===== config.mk =====
export PLATFORM = sky130hd
export DESIGN_NAME = tmds_channel_decoder
export DESIGN_NICKNAME = d
export VERILOG_FILES = /design/src/rtl/tmds_channel_decoder.sv
export SDC_FILE = /design/constraint.sdc
export NUM_CORES = 1
export LEC_CHECK = 0
export ABC_CLOCK_PERIOD_IN_PS = 4100
export CAP_MARGIN = 20
export CELL_PAD_IN_SITES_DETAIL_PLACEMENT = 1
export CELL_PAD_IN_SITES_GLOBAL_PLACEMENT = 1
export CORE_ASPECT_RATIO = 0.5
export CORE_MARGIN = 2
export CORE_UTILIZATION = 33
export DETAILED_ROUTE_END_ITERATION = 6
export PLACE_DENSITY = 0.64
export SLEW_MARGIN = 10
export SYNTH_ARGS = -nofsm -noshare
export SYNTH_HDL_FRONTEND = slang
export SYNTH_SLANG_ARGS = --single-unit

===== constraint.sdc =====
create_clock -name clk_25mhz -period 4.1 [get_ports clk_25mhz]
set_clock_uncertainty 0.2 [all_clocks]
set_input_delay 0.41 -clock clk_25mhz [delete_from_list [all_inputs] [get_ports clk_25mhz]]
set_output_delay 0.41 -clock clk_25mhz [all_outputs]
set_load 0.1 [all_outputs]

===== src/rtl/tmds_channel_decoder.sv =====
// TMDS receive channel: finds the 10-bit symbol boundary in the raw
// deserializer word by hunting for control tokens, then decodes aligned
// symbols into pixel data, data-enable and the two control bits.
module tmds_channel_decoder #(
  parameter int LOCK_COUNT     = 8,
  parameter int SEARCH_TIMEOUT = 1024,
  parameter int LOSS_TIMEOUT   = 2048
) (
  input  logic       clk_25mhz,
  input  logic       rst,
  input  logic [9:0] sym_in,
  output logic [7:0] data,
  output logic       de,
  output logic [1:0] ctrl,
  output logic       locked,
  output logic [3:0] slip_pos
);

  localparam int TIMER_MAX = (LOSS_TIMEOUT > SEARCH_TIMEOUT) ? LOSS_TIMEOUT : SEARCH_TIMEOUT;
  localparam int TW        = $clog2(TIMER_MAX + 1);
  localparam int RW        = $clog2(LOCK_COUNT + 1);

  typedef enum logic {SEARCH, LOCKED} state_t;

  state_t          state;
  logic [9:0]      prev;
  logic [9:0]      aligned;
  logic [9:0]      window;
  logic [19:0]     w;
  logic [RW-1:0]   run;
  logic [TW-1:0]   timer;
  logic            is_token;
  logic [1:0]      tok_ctrl;
  logic [7:0]      t;
  logic [7:0]      dec;
  logic [3:0]      next_slip;

  // Two consecutive raw words cover every possible symbol position.
  assign w         = {sym_in, prev};
  assign window    = 10'(w >> slip_pos);
  assign next_slip = (slip_pos == 4'd9) ? 4'd0 : slip_pos + 4'd1;

  // Recognise the four control tokens in the stage-1 aligned symbol.
  always_comb begin
    // NOTE: every combinational output gets a default first so no path
    // leaves it unassigned, which would infer a latch.
    is_token = 1'b1;
    tok_ctrl = 2'b00;
    case (aligned)
      10'b1101010100: tok_ctrl = 2'b00;
      10'b0010101011: tok_ctrl = 2'b01;
      10'b0101010100: tok_ctrl = 2'b10;
      10'b1010101011: tok_ctrl = 2'b11;
      default:        is_token = 1'b0;
    endcase
  end

  // Undo the optional inversion, then the XOR/XNOR transition chain.
  always_comb begin
    dec = '0;
    t   = aligned[9] ? ~aligned[7:0] : aligned[7:0];
    dec[0] = t[0];
    for (int i = 1; i < 8; i++) begin
      dec[i] = aligned[8] ? (t[i] ^ t[i-1]) : ~(t[i] ^ t[i-1]);
    end
  end

  // Stage 1: keep the previous word and register the selected window.
  always_ff @(posedge clk_25mhz or posedge rst) begin
    // NOTE: registers use non-blocking assignments so every flop samples
    // the pre-edge values of the others, independent of statement order.
    if (rst) begin
      prev    <= '0;
      aligned <= '0;
    end else begin
      prev    <= sym_in;
      aligned <= window;
    end
  end

  // Stage 2: decode into registered outputs, forced quiet until locked.
  always_ff @(posedge clk_25mhz or posedge rst) begin
    if (rst) begin
      data <= '0;
      de   <= 1'b0;
      ctrl <= 2'b00;
    end else if (!locked) begin
      data <= '0;
      de   <= 1'b0;
      ctrl <= 2'b00;
    end else if (is_token) begin
      data <= '0;
      de   <= 1'b0;
      ctrl <= tok_ctrl;
    end else begin
      data <= dec;
      de   <= 1'b1;
    end
  end

  // Alignment FSM: count token runs at one offset, slip on timeout,
  // and drop lock when tokens stop arriving.
  always_ff @(posedge clk_25mhz or posedge rst) begin
    if (rst) begin
      state    <= SEARCH;
      locked   <= 1'b0;
      slip_pos <= 4'd0;
      run      <= '0;
      timer    <= '0;
    end else begin
      case (state)
        SEARCH: begin
          if (run == RW'(LOCK_COUNT)) begin
            // Lock takes priority over a coincident search timeout.
            state  <= LOCKED;
            locked <= 1'b1;
            run    <= '0;
            timer  <= '0;
          end else if (timer == TW'(SEARCH_TIMEOUT - 1)) begin
            slip_pos <= next_slip;
            run      <= '0;
            timer    <= '0;
          end else begin
            timer <= timer + TW'(1);
            if (is_token) run <= run + RW'(1);
            else          run <= '0;
          end
        end
        LOCKED: begin
          if (is_token) begin
            timer <= '0;
          end else if (timer == TW'(LOSS_TIMEOUT - 1)) begin
            state    <= SEARCH;
            locked   <= 1'b0;
            slip_pos <= next_slip;
            run      <= '0;
            timer    <= '0;
          end else begin
            timer <= timer + TW'(1);
          end
        end
        default: state <= SEARCH;
      endcase
    end
  end

endmodule


* After elaboration in Yosys (flattened, before gate mapping)
Cells that the tools add are included.
Storage, ports and cells: input port bits 12, logic and storage cells 89, output and inout bits 16, register bits 53
Operators by class: equality and inequality tests 14, bitwise operators 16, $add $sub $neg 3, shift-type cells 1, reductions and logical operators 4, mux-type cells 41
Operator list (number):
- 2-to-1 mux 12 bit | 4
- 2-to-1 mux 4 bit | 10
- 2-to-1 mux 8 bit | 3
- case mux 12 bit (2 select lines) | 1
- == test 10 bit, second input constant | 2
- right shift 20 x 4 -> 10 bit | 1
- 2-to-1 mux 1 bit | 16
- case mux 4 bit (2 select lines) | 2
- adder 12 x 1 -> 12 bit, second input constant | 1
- == test 12 x 10 -> 1 bit, second input constant | 1
- == test 12 x 11 -> 1 bit, second input constant | 1
- == test 10 x 8 -> 1 bit, second input constant | 1
- == test 10 x 9 -> 1 bit, second input constant | 1
- adder 4 x 1 -> 4 bit, second input constant | 2
- == test 4 bit, second input constant | 2
- inequality test 2 bit, second input constant | 4
- NOT 1 bit | 8
- NOT 8 bit | 1
- XOR 1 bit | 7
- case mux 2 bit (3 select lines) | 1
- 2-to-1 mux 2 bit | 2
- inequality test 2 x 1 -> 1 bit, second input constant | 2
- case mux 1 bit (2 select lines) | 2
- AND reduction 4 bit | 1
- 3 further kinds | 3

* Longest topological paths before layout
Gate-level depths: netlist (run 1).
depth in word-level cells 7, mapped depth 7, gate-level depth less buffers 7

* Least setup slack after synthesis (run 1)
Ideal clock, no wire load.
path kind reg2reg, start register slip_pos[0], end register aligned[5], cell stages (with the launch flop) 5, buffers on the path 2, clock period less this slack 2.676 ns, data arrival time 2.337 ns, library setup time 0.138 ns, data required time 3.762 ns, setup slack 1.424 ns, cells stage by stage dfrtp_1 -> buf_2 -> buf_6 -> mux4_2 -> mux4_2
Between the ends: cells in the longest elaborated chain, start to end 1
RTL lines:
- start: declaration | RTL line 16 | output logic [3:0] slip_pos
- start signal: assignment | RTL line 120 | slip_pos <= next_slip;
- start signal: assignment | RTL line 135 | slip_pos <= next_slip;
- right shift 20 x 4 -> 10 bit | RTL line 40 | assign window = 10'(w >> slip_pos);
- via window[5] | RTL line 28 | logic [9:0] window;
- end signal: assignment | RTL line 77 | aligned <= window;
- end: declaration | RTL line 27 | logic [9:0] aligned;
The timed path passes the listed nets, and every way through them passes these cells. A chain may end at the register's enable or synchronous reset.

* Worst setup path after layout (run 1)
start register slip_pos[1], end output slip_pos[1]
No word-level cell between the ends.

==> run metrics, run 1 <==
status=complete, no violations; Clock Path Buffers=2; global-route wire length before repair=10300 µm; Cell Rows=23; Clock power frac=0.417; crit-path cells=clkdlybuf4s50_1; Die Y=69.9 µm; final hold violation count=0; Sequential Power Share=0.514; most common cell after layout, fill and taps aside=dfrtp_1; EDFF count, synth=0; HP Start=timer[0]$_DFF_PP0_; Top FF cell, synth=dfrtp_1; Mean Syn Cell Area=11.4 µm²; via count=1911; sw power=between 200 and 250 µW; CP peak stage delay=~1300 ps; area of the core=8200 µm²; Lkg Pwr=1.39 nW; initial antenna violation count=0; Area Overhead vs Synth=18.7%; Avg WL per Cell=about 15 µm; Net Sw Frac=0.216; starting density of the core=0.349; Routability Congestion=0.754; fin crit share=0.762; synth warn=0; slowest stage cell, crit path=clkdlybuf4s50_1; Die Area=9490 µm²; Hold Crit Class=register to register; port bufs=27; most frequent cells in the layout=dfrtp_1 (53), nor2_1 (29), clkdlybuf4s50_1 (26); grt ovf=0; Residual DRC=0; First DRT Iteration DRCs=74; critical path fanouts, max=26; vias in the first global route=between 1500 and 2000; Top Ports=28; VDD IR max=~0.00015 V; DRT Pass-1 Iters=4; CP top delay family=buffers and inverters; Reg2Reg Setup Slack=approximately 1800 ps; Syn Nets=267; Reg clk slew, reported paths=70 ps; synthesized flop and latch total=53; Slew @ Worst Pin=between 900 and 1000 ps; fmax=0.320 GHz; Seq/Total Area, Yosys=0.463; RSZ-0062 raised after global routing=false; detailed placer's ending HPWL=4480 µm; Crit. End Element=output port; Critical Path RT=~3500 ps; Critical R2R Launch=slip_pos[1]$_DFFE_PP0P_; Num CTS Buffers=5; fin. max-slew vios=0; Cell Area, Synth=2860 µm²; CTS tree=done; Filler Cells Inserted=893; Post-Synthesis Cells=between 200 and 300; main area contributors after synthesis=dfrtp_1 (46%), mux4_2 (9.4%), xnor2_1 (5.8%), nor2_1 (3.8%), mux2_2 (3.1%); pwr dens=311 nW/µm²; Skew-Pair Late Insertion Delay=290 ps; antenna cells=0; Synth top area share=0.463; vias per cell=4.91; reg2reg end=aligned[1]$_DFF_PP0_; Total GRT Usage=0.140; hold buffers post-CTS=0; crit path buf inv count=1; startpoint types=register; Int Pwr=830 µW; Synth area leader=dfrtp_1; WP data arrival=~2500 ps; Final Critical Period=between 3000 and 4000 ps; critical path type=register to output port; Routed Antenna Nets=0; share of layout cells above drive strength 1=0.170; Min-Delay Endpoint=timer[0]$_DFF_PP0_; die width=between 100 and 150 µm; drt total wl=5880 µm; Max-slew headroom=0.343; setup TNS=0 ps; Post-CTS Setup Bufs=0; Logic pwr share=0.069; Reg2Reg Depth=4; # setup viols final=0; hold depth=1; PostCTS Resize Cnt=0; CTS root buf=clkbuf_16; CTS H-Tree Depth=2; clock sink total=53; Pwr Total=approximately 1.1 mW; max_cap viols=0; Layout Nets=291; largest net degree at the start of global routing=37; Cell variety after synth=52; asr flop ratio synth=1.00
synth_stat cells (2+ instances only):
master and number:
dfrtp_1 53, nand2b_1 2, a31oi_1 3, nor2_1 29, inv_1 9, buf_2 3, xor2_1 6, o21a_1 2
and2_1 4, a21oi_1 11, o22ai_1 2, mux4_2 12, nor3_1 2, buf_1 2, ha_1 3, nor2b_1 2
xnor2_1 19, a21oi_2 2, nand2_1 20, a21o_1 2, a211oi_1 3, a31o_2 2, nand4_1 2, clkbuf_1 5
mux2i_1 8, o21ai_0 4, nand3_1 7, mux2_2 8, buf_6 2
flip-flops by register name (all words and copies together) (netlist names):
register / cells
aligned: 10
ctrl: 2
data: 8
de: 1
locked: 1
prev: 10
run: 4
slip_pos: 4
state: 1
timer: 12
cell families (layout without fill, tap and decap cells):
logic type / after synthesis / after routing / synth area share
DFF: 53 / 53 / 0.463
and+or+nand+nor: 82 / 82 / 0.163
adders and majority gates: 3 / 3 / 0.0131
buffers and inverters: 21 / 46 / 0.0341
AOI/OAI and AO/OA: 39 / 39 / 0.0922
muxes: 29 / 29 / 0.158
xor gates and xnor gates: 25 / 25 / 0.0765
how the worst max path moves through the flow:
stage / cells past startpoint / from / endpoint
floorplan: 4 / slip_pos[0]$_DFFE_PP0P_ / aligned[5]$_DFF_PP0_
global placement: 1 / slip_pos[1]$_DFFE_PP0P_ / slip_pos[1]
detailed placement: 1 / slip_pos[1]$_DFFE_PP0P_ / slip_pos[1]
CTS: 1 / slip_pos[1]$_DFFE_PP0P_ / slip_pos[1]
global route: 1 / slip_pos[1]$_DFFE_PP0P_ / slip_pos[1]
finish: 1 / slip_pos[1]$_DFFE_PP0P_ / slip_pos[1]
per-layer routing:
metal  vias up  global-route usage  share of wire
li1        936                   -              -
met1       939               0.187           0.49
met2        28               0.223           0.46
met3         8              0.0320          0.033
met4         0              0.0486          0.015
met5         -                   0              0
power groups by stage:
stage | Combinational (mW) | Clock (mW) | Sequential [mW]
floorplan | 0.0511 | 0 | 0.550
global placement | 0.0730 | 0 | 0.555
detailed placement | 0.0746 | 0 | 0.555
CTS | 0.0749 | 0.460 | 0.545
global route | 0.0815 | 0.483 | 0.546
finish | 0.0727 | 0.442 | 0.545
per-stage QoR:
stage / hold slack (ps) / instances / setup WS [ps] / util / instance area (µm²)
after floorplan: 241 / 252 / 1420 / - / 2860
after global placement: 265 / 380 / 1320 / 0.392 / 3220
after detailed placement: 295 / 380 / 1270 / 0.392 / 3220
after CTS: 302 / 388 / 962 / 0.411 / 3370
after global routing: 329 / 389 / 870 / 0.415 / 3400
final: 307 / 389 / 975 / 0.415 / 3400
layout make-up:
type | instances | area (µm²) | share of cell area
tap | 112 | 140 | 0.0412
inverter | 9 | 33.8 | 0.00993
clock buffer | 7 | 153 | 0.0449
sequential | 53 | 1330 | 0.390
multi-input combinational | 178 | 1440 | 0.423
timing repair buffer | 29 | 303 | 0.0890
clock inverter | 1 | 5.00 | 0.00147
No activity file was read; power rests on OpenSTA's default activity.
==> run 2, diff against run 1 <==
Settings changed: ABC_CLOCK_PERIOD_IN_PS 4100 to 2800, PLACE_DENSITY 0.64 to 0.66.
Clock period 4.1 ns to 2.8 ns, I/O delays scaled along.
==> run metrics, run 2 (synthesis results as in run 1) <==
fmax=0.429 GHz; Num CTS Buffers=5 (unchanged); Critical Path RT=2760 ps (was 3490 ps); PostCTS Resize Cnt=0 (unchanged); crit path buf inv count=0 (was 1); DRT Pass-1 Iters=4 (unchanged); Area Overhead vs Synth=17.7% (was 18.7%); crit-path cells=ha_1 > nand3_2 > nor4_4 > nand4_2 > a21boi_1 > mux2_1 (was clkdlybuf4s50_1); starting density of the core=0.349 (unchanged); port bufs=27 (unchanged); VDD IR max=0.000220 V (was 0.000154 V); CTS tree=done (unchanged); Top Ports=28 (unchanged); Routability Congestion=0.766 (was 0.754); max reg flops=12 (unchanged); Avg WL per Cell=15.8 µm (was 15.1 µm); Clock Path Buffers=2 (unchanged); critical path type=register to register (was register to output port); most frequent cells in the layout=dfrtp_1 (53), nor2_1 (29), nand2_1 (20) (was dfrtp_1 (53), nor2_1 (29), clkdlybuf4s50_1 (26)); die width=136 µm (unchanged); placed inst area=3230 µm² (was 3220 µm²); Setup WS pre-CTS=516 ps (was 1270 ps); detailed placer's ending HPWL=4560 µm (was 4480 µm); drt total wl=6160 µm (was 5880 µm); grt met2 use=0.230 (was 0.223); Slew @ Worst Pin=760 ps (was 982 ps); most common cell after layout, fill and taps aside=dfrtp_1 (unchanged); WP data arrival=2300 ps (was 2520 ps); grt ovf=0 (unchanged); largest registers=timer (12), aligned (10), prev (10) (unchanged); Lkg Pwr=1.42 nW (was 1.39 nW); Max-slew headroom=0.493 (was 0.343); Total GRT Usage=0.138 (was 0.140); slowest stage cell, crit path=nor4_4 (was clkdlybuf4s50_1); fin crit share=0.833; Final Critical Period=2330 ps; hold buffers post-CTS=0 (unchanged); CP peak stage delay=450 ps (was 1280 ps); CTS H-Tree Depth=2 (unchanged); CP top delay family=simple AND/OR/NAND/NOR gates (was buffers and inverters); via count=1931 (was 1911); setup TNS=0 ps (unchanged); critical path fanouts, max=6 (was 26); area of the core=8200 µm² (unchanged); Cell Rows=23 (unchanged); # setup viols final=0 (unchanged); Die Area=9490 µm² (unchanged); share of layout cells above drive strength 1=0.219 (was 0.170); RSZ-0062 raised after global routing=false (unchanged); GR Util met1=0.188 (was 0.187); status=complete, no violations (unchanged); First DRT Iteration DRCs=84 (was 74); initial antenna violation count=0 (unchanged); startpoint types=register (unchanged); Reg clk slew, reported paths=70 ps (about the same); vias per cell=4.95 (was 4.91); busiest grt layer=met2 (unchanged); Post-CTS Setup Bufs=0 (unchanged); global-route wire length before repair=10400 µm (was 10300 µm); final hold violation count=0 (unchanged); Residual DRC=0 (unchanged); Skew-Pair Late Insertion Delay=290 ps (about the same); Layout Nets=292 (was 291); Crit. End Element=register (was output port); vias in the first global route=2073 (was 1998); Routed Antenna Nets=0 (unchanged); Filler Cells Inserted=894 (was 893); clock sink total=53 (unchanged); max_cap viols=0 (unchanged); CTS root buf=clkbuf_16 (unchanged); met3 GRT Util=0.0261 (was 0.0320); Hold Crit Class=input pin to async pin (was register to register); final worst setup slack=466 ps (was 975 ps); fin. max-slew vios=0 (unchanged); Biggest register=timer (unchanged); largest net degree at the start of global routing=29 (was 37); pwr dens=446 nW/µm² (was 311 nW/µm²); Finished Cell Area=3370 µm² (was 3400 µm²); antenna cells=0 (unchanged); Die Y=69.9 µm (unchanged)
==> run 2: worst paths after layout <==
kind	depth (start not counted)	slack [ps]	to	start
worst min register to register	1	310	timer[0]$_DFF_PP0_	timer[0]$_DFF_PP0_
worst min-delay path	2	200	data[5]$_DFF_PP0_	rst
worst max register to register	6	470	slip_pos[1]$_DFFE_PP0P_	timer[0]$_DFF_PP0_
min in group clk_25mhz	1	290	prev[7]$_DFF_PP0_	sym_in[7]
max in group asynchronous	3	1640	aligned[0]$_DFF_PP0_	rst
worst max-delay path	6	470	slip_pos[1]$_DFFE_PP0P_	timer[0]$_DFF_PP0_
==> run 2: worst register-to-register path: stages (launching register included) <==
cell,delay (ps)
dfrtp_1,400
ha_1,220
nand3_2,170
nor4_4,450
nand4_2,230
a21boi_1,200
mux2_1,340
==> run 2: layout make-up <==
class	count	area, µm²	share of cell area
multi-input combinational	178	1440	0.427
sequential	53	1330	0.393
inverter	9	33.8	0.0100
tap	112	140	0.0416
clock inverter	1	7.51	0.00223
timing repair buffer	30	290	0.0861
clock buffer	7	133	0.0393
==> run 2: stage by stage <==
step	hold WS, ps	instances	util	power [mW]
after global routing	270	390	0.411	1.57
after floorplan	111	252	-	0.881
after CTS	240	390	0.411	1.52
final	200	390	0.411	1.50
after detailed placement	307	382	0.394	0.924
after global placement	259	382	0.394	0.921
==> run 2: power by group <==
| part | switching (mW) | internal (mW) | leakage (nW) | total [mW] |
|---|---|---|---|---|
| clock network | 0.263 | 0.333 | 0.0641 | 0.596 |
| registers | 0.0177 | 0.780 | 0.680 | 0.798 |
| logic | 0.0512 | 0.0584 | 0.673 | 0.110 |
| total | 0.332 | 1.17 | 1.42 | 1.50 |
==> run 2: metal layers <==
layer | wire (µm) | vias to the layer above
met5 | 0 | -
met4 | 38 | 0
met3 | 141 | 4
met2 | 2880 | 24
met1 | 3100 | 963
li1 | - | 940
